**src/rtl/axi_lite_pkg.sv**
```systemverilog
// Shared AXI4-Lite definitions: response codes, read-side FSM states and a
// sizing helper for register index buses.
package axi_lite_pkg;

  localparam logic [1:0] RESP_OKAY   = 2'b00;
  localparam logic [1:0] RESP_EXOKAY = 2'b01;
  localparam logic [1:0] RESP_SLVERR = 2'b10;
  localparam logic [1:0] RESP_DECERR = 2'b11;

  typedef enum logic [1:0] {
    IDLE = 2'd0,
    REQ  = 2'd1,
    WAIT = 2'd2,
    RESP = 2'd3
  } rd_state_t;

  // Width of a register index; a single-register window still gets one bit
  // so that index buses never collapse to zero width.
  function automatic int idx_width(input int num_regs);
    return (num_regs > 1) ? $clog2(num_regs) : 1;
  endfunction

endpackage

```
**src/rtl/axi_lite_addr_decode.sv**
```systemverilog
// Combinational address decoder for an AXI4-Lite register window.
// Produces a hit flag (in range, word aligned, privilege satisfied) and the
// word index of the addressed register. Shared by the read and write paths.
module axi_lite_addr_decode
  import axi_lite_pkg::*;
#(
  parameter int                    ADDR_WIDTH = 32,
  parameter int                    NUM_REGS   = 16,
  parameter logic [ADDR_WIDTH-1:0] BASE_ADDR  = '0,
  parameter bit                    PRIV_ONLY  = 1'b0
) (
  input  logic [ADDR_WIDTH-1:0]          addr_i,
  input  logic [2:0]                     prot_i,
  output logic                           hit_o,
  output logic [idx_width(NUM_REGS)-1:0] idx_o
);

  localparam int                IDX_W        = idx_width(NUM_REGS);
  localparam logic [ADDR_WIDTH:0] WINDOW_BYTES = (ADDR_WIDTH + 1)'(NUM_REGS * 4);

  logic [ADDR_WIDTH-1:0] offset;
  logic                  above_base;
  logic                  in_window;
  logic                  aligned;
  logic                  priv_ok;
  logic                  unused_prot;

  // Offset wraps for addresses below the base; above_base rejects those.
  assign offset      = addr_i - BASE_ADDR;
  assign above_base  = (addr_i >= BASE_ADDR);
  assign in_window   = ({1'b0, offset} < WINDOW_BYTES);
  assign aligned     = (addr_i[1:0] == 2'b00);
  // ARPROT[0] is the privileged bit; only it matters for access control here.
  assign priv_ok     = !PRIV_ONLY || prot_i[0];
  assign unused_prot = ^prot_i[2:1];

  assign hit_o = above_base && in_window && aligned && priv_ok;
  assign idx_o = offset[IDX_W+1:2];

endmodule

```
**src/rtl/axi_lite_read_slave.sv**
```systemverilog
// AXI4-Lite read responder. Accepts one read address at a time, fetches the
// word from a register file with a one-cycle read port and returns it on R.
// Rejected accesses answer SLVERR directly without touching the register file.
module axi_lite_read_slave
  import axi_lite_pkg::*;
#(
  parameter int                    ADDR_WIDTH = 32,
  parameter int                    DATA_WIDTH = 32,
  parameter int                    NUM_REGS   = 16,
  parameter logic [ADDR_WIDTH-1:0] BASE_ADDR  = '0,
  parameter bit                    PRIV_ONLY  = 1'b0
) (
  input  logic                           ACLK,
  input  logic                           ARESETn,
  input  logic                           ARVALID,
  output logic                           ARREADY,
  input  logic [ADDR_WIDTH-1:0]          ARADDR,
  input  logic [2:0]                     ARPROT,
  output logic                           RVALID,
  input  logic                           RREADY,
  output logic [DATA_WIDTH-1:0]          RDATA,
  output logic [1:0]                     RRESP,
  output logic                           rf_rd_en,
  output logic [idx_width(NUM_REGS)-1:0] rf_rd_idx,
  input  logic [DATA_WIDTH-1:0]          rf_rd_data
);

  localparam int IDX_W = idx_width(NUM_REGS);

  rd_state_t             state_q;
  logic                  arready_q;
  logic                  rvalid_q;
  logic [DATA_WIDTH-1:0] rdata_q;
  logic [1:0]            rresp_q;
  logic                  rf_rd_en_q;
  logic [IDX_W-1:0]      rf_rd_idx_q;

  logic                  dec_hit;
  logic [IDX_W-1:0]      dec_idx;
  logic                  ar_hs;

  axi_lite_addr_decode #(
    .ADDR_WIDTH (ADDR_WIDTH),
    .NUM_REGS   (NUM_REGS),
    .BASE_ADDR  (BASE_ADDR),
    .PRIV_ONLY  (PRIV_ONLY)
  ) u_decode (
    .addr_i (ARADDR),
    .prot_i (ARPROT),
    .hit_o  (dec_hit),
    .idx_o  (dec_idx)
  );

  // The decode result is consumed only on the AR handshake edge, so later
  // changes on ARADDR/ARPROT cannot affect an accepted transaction.
  assign ar_hs = ARVALID && arready_q;

  // Read FSM: every output is a register updated alongside the state.
  always_ff @(posedge ACLK) begin
    if (!ARESETn) begin
      state_q     <= IDLE;
      arready_q   <= 1'b0;
      rvalid_q    <= 1'b0;
      rdata_q     <= '0;
      rresp_q     <= RESP_OKAY;
      rf_rd_en_q  <= 1'b0;
      rf_rd_idx_q <= '0;
    end else begin
      case (state_q)
        IDLE: begin
          // Also raises ARREADY on the first edge after reset release.
          arready_q <= 1'b1;
          if (ar_hs) begin
            arready_q <= 1'b0;
            if (dec_hit) begin
              state_q     <= REQ;
              rf_rd_en_q  <= 1'b1;
              rf_rd_idx_q <= dec_idx;
            end else begin
              state_q  <= RESP;
              rvalid_q <= 1'b1;
              rdata_q  <= '0;
              rresp_q  <= RESP_SLVERR;
            end
          end
        end
        REQ: begin
          // The strobe lasts exactly the one cycle spent in REQ.
          rf_rd_en_q <= 1'b0;
          state_q    <= WAIT;
        end
        WAIT: begin
          // rf_rd_data now holds the word requested during REQ.
          rdata_q  <= rf_rd_data;
          rresp_q  <= RESP_OKAY;
          rvalid_q <= 1'b1;
          state_q  <= RESP;
        end
        RESP: begin
          if (RREADY) begin
            rvalid_q  <= 1'b0;
            rdata_q   <= '0;
            rresp_q   <= RESP_OKAY;
            arready_q <= 1'b1;
            state_q   <= IDLE;
          end
        end
        default: begin
          state_q    <= IDLE;
          arready_q  <= 1'b0;
          rvalid_q   <= 1'b0;
          rdata_q    <= '0;
          rresp_q    <= RESP_OKAY;
          rf_rd_en_q <= 1'b0;
        end
      endcase
    end
  end

  assign ARREADY   = arready_q;
  assign RVALID    = rvalid_q;
  assign RDATA     = rdata_q;
  assign RRESP     = rresp_q;
  assign rf_rd_en  = rf_rd_en_q;
  assign rf_rd_idx = rf_rd_idx_q;

endmodule

```
**config.mk**
```make
export PLATFORM = sky130hd
export DESIGN_NAME = axi_lite_read_slave
export DESIGN_NICKNAME = d
export VERILOG_FILES = /design/src/rtl/axi_lite_pkg.sv /design/src/rtl/axi_lite_addr_decode.sv /design/src/rtl/axi_lite_read_slave.sv
export SDC_FILE = /design/constraint.sdc
export NUM_CORES = 1
export LEC_CHECK = 0
export CORE_UTILIZATION = 45
export CTS_CLUSTER_SIZE = 8
export DETAILED_ROUTE_END_ITERATION = 10
export GPL_TIMING_DRIVEN = 0
export PLACE_DENSITY_LB_ADDON = 0.3
export SLEW_MARGIN = 15
export SYNTH_ARGS = -nofsm -noshare
export SYNTH_HDL_FRONTEND = slang
export SYNTH_SLANG_ARGS = --single-unit
```
**constraint.sdc**
```tcl
create_clock -name ACLK -period 3 [get_ports ACLK]
set_input_delay 0.6 -clock ACLK [delete_from_list [all_inputs] [get_ports ACLK]]
set_output_delay 0.6 -clock ACLK [all_outputs]
set_load 0.05 [all_outputs]
```
* After elaboration in Yosys (flattened, before gate mapping) *
Cells that the tools add are included.

word-level totals
  bits in writable memories = 0
  bits in latches = 0
  memory bits (read-only) = 0
  register bits = 43
  memories = 0
  output and inout port bits = 41

cells by class
  shift operators = 0
  divide/modulo/power cells = 0
  equal/unequal tests = 7
  muxes and demuxes = 21
  bitwise gates (word level) = 0
  multipliers = 0
  order comparisons = 2
  add/sub/neg operators = 0
  reduce and logical (&&, ||, !) cells = 13

operator list
  operator                                                      count
  two-way mux 32 bit                                            3
  one-hot mux 32 bit (3 select lines)                           1
  >= comparator 32 x 1 -> 1 bit (second input constant)         1
  less-than comparator 32 x 7 -> 1 bit (second input constant)  1
  two-way mux 2 bit                                             5
  != test 2 bit (second input constant)                         4
  one-hot mux 2 bit (4 select lines)                            1
  two-way mux 1 bit                                             7
  one-hot mux 2 bit (3 select lines)                            1
  AND reduction 3 bit                                           2
  == test 2 bit (second input constant)                         2
  zero test 2 bit                                               2
  one-hot mux 1 bit (2 select lines)                            2
  AND reduction 2 bit                                           2
  AND reduction 4 bit                                           1
  nonzero test 2 bit                                            2
  logical AND 1 bit                                             3
  one-hot mux 1 bit (3 select lines)                            1
  nonzero test 3 bit                                            1
  == test 2 x 1 -> 1 bit (second input constant)                1

* Longest topological paths before layout *
  depth in word-level cells = 6
  gate-level depth with buffers = 9
  mapped depth without buffers = 6

* Modules after synthesis *
Synthesis repeated with hierarchy kept, for this count alone.

second synthesis, totals
  cell total of the unflattened synthesis = 211
  area, all modules = 1964.4 um^2

by module, submodules not included
  module                times used  area an instance (um^2)  cells an instance  sequential area each (um^2)
  axi_lite_read_slave   1           1869.3                   197                840.8
  axi_lite_addr_decode  1           95.1                     14                 0.0

* Worst setup path after synthesis *
OpenSTA, ideal clock, no wires.

  path type = input-to-reg
  start point = input ARADDR[20]
  end point = register state_q[1]
  buffers on the path = 1
  setup time = 0.122 ns
  data arrival time = 1.853 ns
  setup slack = 1.025 ns
  required time = 2.878 ns
  stages on the path = 5
  cell sequence = nor4_1 > nand4_2 > nor3_2 > buf_4 > o22ai_1

on the way
  longest elaborated chain between the ends = 6

RTL lines
  element                                                                                RTL line                                                source
  start, declared                                                                        axi_lite_read_slave.sv:17                               input logic [ADDR_WIDTH-1:0] ARADDR,
  >= comparator 32 x 1 -> 1 bit or less-than comparator 32 x 7 -> 1 bit (tied branches)  axi_lite_addr_decode.sv:30, axi_lite_addr_decode.sv:31
  logical AND 1 bit * (2 in a row)                                                       axi_lite_addr_decode.sv:37                              assign hit_o = above_base && in_window && aligned && priv_ok;
  two-way mux 2 bit *                                                                    axi_lite_read_slave.sv:75                               if (dec_hit) begin
  two-way mux 2 bit *                                                                    axi_lite_read_slave.sv:73                               if (ar_hs) begin
  one-hot mux 2 bit (4 select lines) *                                                   axi_lite_read_slave.sv:69                               case (state_q)
  end signal, assigned                                                                   axi_lite_read_slave.sv:76                               state_q <= REQ;
  end signal, assigned                                                                   axi_lite_read_slave.sv:80                               state_q <= RESP;
  end signal, assigned                                                                   axi_lite_read_slave.sv:90                               state_q <= WAIT;
  end, declared                                                                          axi_lite_read_slave.sv:30                               rd_state_t state_q;

Mark *: on every way between the ends. The rest lies on a longest branch, timed or not. The select of a mux whose other input is x is not followed.
A chain may end at the register's enable or synchronous reset.

* Worst setup path after layout *
  start point = input ARADDR[29]
  end point = register state_q[1]

Same word-level chain as after synthesis.

==> impl_metrics.json <==
{
  "status": "complete, no violations",
  "reg2reg_from": "state_q[0]$_SDFFE_PN0P_",
  "drt_wl_total_um": 8003,
  "die_area_mm2": 0.005758,
  "post-route-period-util_pct": 83.36,
  "grt_pass1_vias": 2635,
  "leakagePower_nw": 1.184,
  "synthCells": 310,
  "fin_setup_tns_ps": 0,
  "async_flop_share_pct": 0,
  "post_cts_buffers": 0,
  "rrSetupSlack_ps": 620,
  "hold_violations": 0,
  "crit_chain": "clkdlybuf4s50_1 > nor4_1 > nand4_2 > nor3_2 > buf_4 > o22ai_1",
  "use_met2_pct": 47.10,
  "fmaxAchievable_ghz": 0.3999,
  "synth_seq_cells": 42,
  "cts_made_buffers": 5,
  "relSlewSlack_pct": 60.22,
  "synth_area_leaders": "dfxtp_1 34%, nand4_1 17%, o32a_1 14%, nand2_1 7.2%, o21ai_1 6.7%",
  "vias_per_cell": 6.176,
  "clkTransAtPathRegs_ps": 80,
  "die_h_um": 75.88,
  "whs_endpoint": "rf_rd_idx[3]$_SDFFE_PN0P_",
  "holdWs_ps": 467.6,
  "synth_flop_cell": "dfxtp_1",
  "setup_viol": 0,
  "drive_above_1_share_pct": 4.953,
  "multi_input_area_mm2": 0.001421,
  "fp.dieW_um": 75.88,
  "synthAdderAreaFrac_pct": 2.038,
  "p_per_area_mw_per_mm2": 649.4,
  "wl_per_cell_um": 16.20,
  "rr_worst_depth": 8,
  "p_sw_share_pct": 47.74,
  "netlist_area_mm2": 0.002456,
  "critPathMaxStageDelay_ps": 610,
  "rr_endpoint": "RDATA[26]$_SDFFE_PN0P_",
  "dp_cells": 486,
  "drt_iter0_markers": 351,
  "cp_slowest_cell": "nor3_2",
  "fin_skew_ps": 7.825,
  "cts_resized": 0,
  "yosysWarningCount": 0,
  "grt_use_met3_pct": 3.704,
  "synth_top_area_share_pct": 34.23,
  "grt_setup_unrepaired": "no",
  "start_util_pct": 47.48,
  "ir_drop_mv": 0.3966,
  "power_frac_seq_pct": 29.7,
  "cts_hold_buf": 0,
  "crit_path_end_kind": "register",
  "crit_arrival_ps": 2690,
  "instances_no_fill": 494,
  "cap_viol_max_count": 0,
  "worstMarginPinSlew_ps": 593.5,
  "grt_max_degree": 13,
  "row_count": 26,
  "cts.path.max_buffers": 2,
  "synth-xor-area-share_pct": 0,
  "diodes": 0,
  "intPower_mw": 1.255,
  "p_comb_share_pct": 54.4,
  "post-dp-hpwl_um": 5629,
  "root_buffer": "clkbuf_8",
  "htreeDepth": 2,
  "min_path_cells": 2,
  "clockPowerShare_pct": 16.0,
  "antenna_found_initial": 0,
  "route.detailed.drc": 0,
  "core_mm2": 0.005172,
  "ys_types": 35,
  "period_minus_slack_ps": 2501,
  "n_fill_cell": 419,
  "postRouteAntennaNets": 0,
  "cp_max_fo": 10,
  "track_usage_pct": 27.22,
  "insertion_delay_ps": 300,
  "ys_seq_area_share_pct": 34.23,
  "portBuffers": 106,
  "synth-edff-count": 0,
  "power_switching_mw": 1.146,
  "regArea_um2": 840.8,
  "synth_top_family_by_area": "simple AND/OR/NAND/NOR gates",
  "start_kind": "input port",
  "synth-simple-area-share_pct": 29.90,
  "syn_nets": 385,
  "cts.sinks": 42,
  "routabilityCongestion": 0.8529,
  "crit_type": "input port to register",
  "min_path_type": "register to register",
  "io_pins": 112,
  "placed_area_mm2": 0.003605,
  "synth_mux_area_share_pct": 2.089,
  "vias": 3051,
  "slew_violations": 0,
  "cts_tree": "done",
  "gr-total-overflow": 0,
  "synth-compound-area-share_pct": 23.69,
  "first_pass_iters": 9,
  "fin_util_pct": 71.46,
  "fin_nets": 498,
  "syn2layout_area_growth_pct": 50.48,
  "synth_top_area_cell": "dfxtp_1",
  "syn_area_per_cell_um2": 7.923,
  "final_area_mm2": 0.003696,
  "grtUsageMet1_pct": 35.33,
  "required_ps": 3190,
  "hp-start": "rf_rd_idx[3]$_SDFFE_PN0P_",
  "grt_pass1_wl_um": 12080,
  "grt.busiest_layer": "met2"
}
==> per-stage QoR <==
step	power [mW]	worst slack [ps]
detailed placement	2.004	249.3
floorplan	1.572	1025
global route	2.535	354.7
finish	2.400	499.1
CTS	2.380	511.3
global placement	1.979	218.5
==> worst max path at each step <==
stage               start                 endpoint  slack [ps]  cells after the start
2_1_floorplan  ARADDR[20]  state_q[1]$_SDFFE_PN0P_        1030                      5
3_3_place_gp   ARADDR[29]  state_q[1]$_SDFFE_PN0P_         220                      6
3_5_place_dp   ARADDR[29]  state_q[1]$_SDFFE_PN0P_         250                      6
4_1_cts        ARADDR[29]  state_q[1]$_SDFFE_PN0P_         510                      6
5_1_grt        ARADDR[23]   RDATA[16]$_SDFFE_PN0P_         350                      6
6_report       ARADDR[29]  state_q[1]$_SDFFE_PN0P_         500                      6
==> synth_stat cells, types with 2 or more instances <==
master	count
nand3_1	2
nand4_1	66
clkbuf_1	30
ha_1	4
dfxtp_1	42
o32a_1	34
nor3_1	2
o21ai_1	33
nor2b_1	2
buf_1	3
nor4_1	6
nand2_1	47
inv_1	4
buf_2	4
mux2i_1	4
nor2_1	5
buf_4	4
==> logic make-up (layout without fill, tap and decap cells) <==
logic type | count (synthesis) | count (layout)
compound gates | 77 | 77
fa+ha+maj | 4 | 4
buf+inv | 46 | 160
flops | 42 | 42
mux | 5 | 5
other cells | 1 | 1
simple gates | 135 | 135
==> cell type report <==
class                   instances  share of cell area (%)
multi-input cells             222                   38.46
repair buffers                106                   28.71
flip-flops and latches         42                   22.75
plain buffers                  42                   4.841
well taps                      70                   2.370
clock buffers                   7                   2.336
inverters                       4                  0.4062
clock inverters                 1                  0.1354
==> power groups by stage <==
stage / Combinational, mW / Sequential [mW] / Clock, mW
detailed placement: 1.28 / 0.721 / 0
global route: 1.40 / 0.721 / 0.412
floorplan: 0.618 / 0.954 / 0
CTS: 1.29 / 0.709 / 0.382
finish: 1.31 / 0.712 / 0.383
global placement: 1.26 / 0.719 / 0
==> placed cells by master (no fill, tap or decap), types with 2 or more instances in the layout <==
cell type	netlist	routed
mux2i_1	4	4
buf_1	3	3
ha_1	4	4
nor3_1	2	2
o21ai_1	33	33
o32a_1	34	34
nor4_1	6	6
nor2_1	5	5
buf_2	4	4
nor2b_1	2	2
dfxtp_1	42	42
buf_4	4	4
clkbuf_1	30	31
clkdlybuf4s50_1	0	106
nand4_1	66	66
nand3_1	2	2
inv_1	4	4
clkbuf_8	0	6
nand2_1	47	47
==> registers in the layout, indices dropped and copies added (netlist names) <==
signal and flops:
state_q 2, ARREADY 1, rf_rd_idx 4, RRESP 1
RVALID 1, RDATA 32, rf_rd_en 1
==> worst max-delay path: cells and delay by family <==
kind / cells / cell delay (ps)
and+or+nand+nor: 3 / 1300
buffers and inverters: 2 / 680
AOI/OAI and AO/OA: 1 / 100
==> metal layers <==
layer	share of wire [%]	vias up
met2	49	164
met4	1.3	0
met1	41	1435
met5	0	-
li1	-	1439
met3	9.0	13
(Power assumes the default switching activity.)
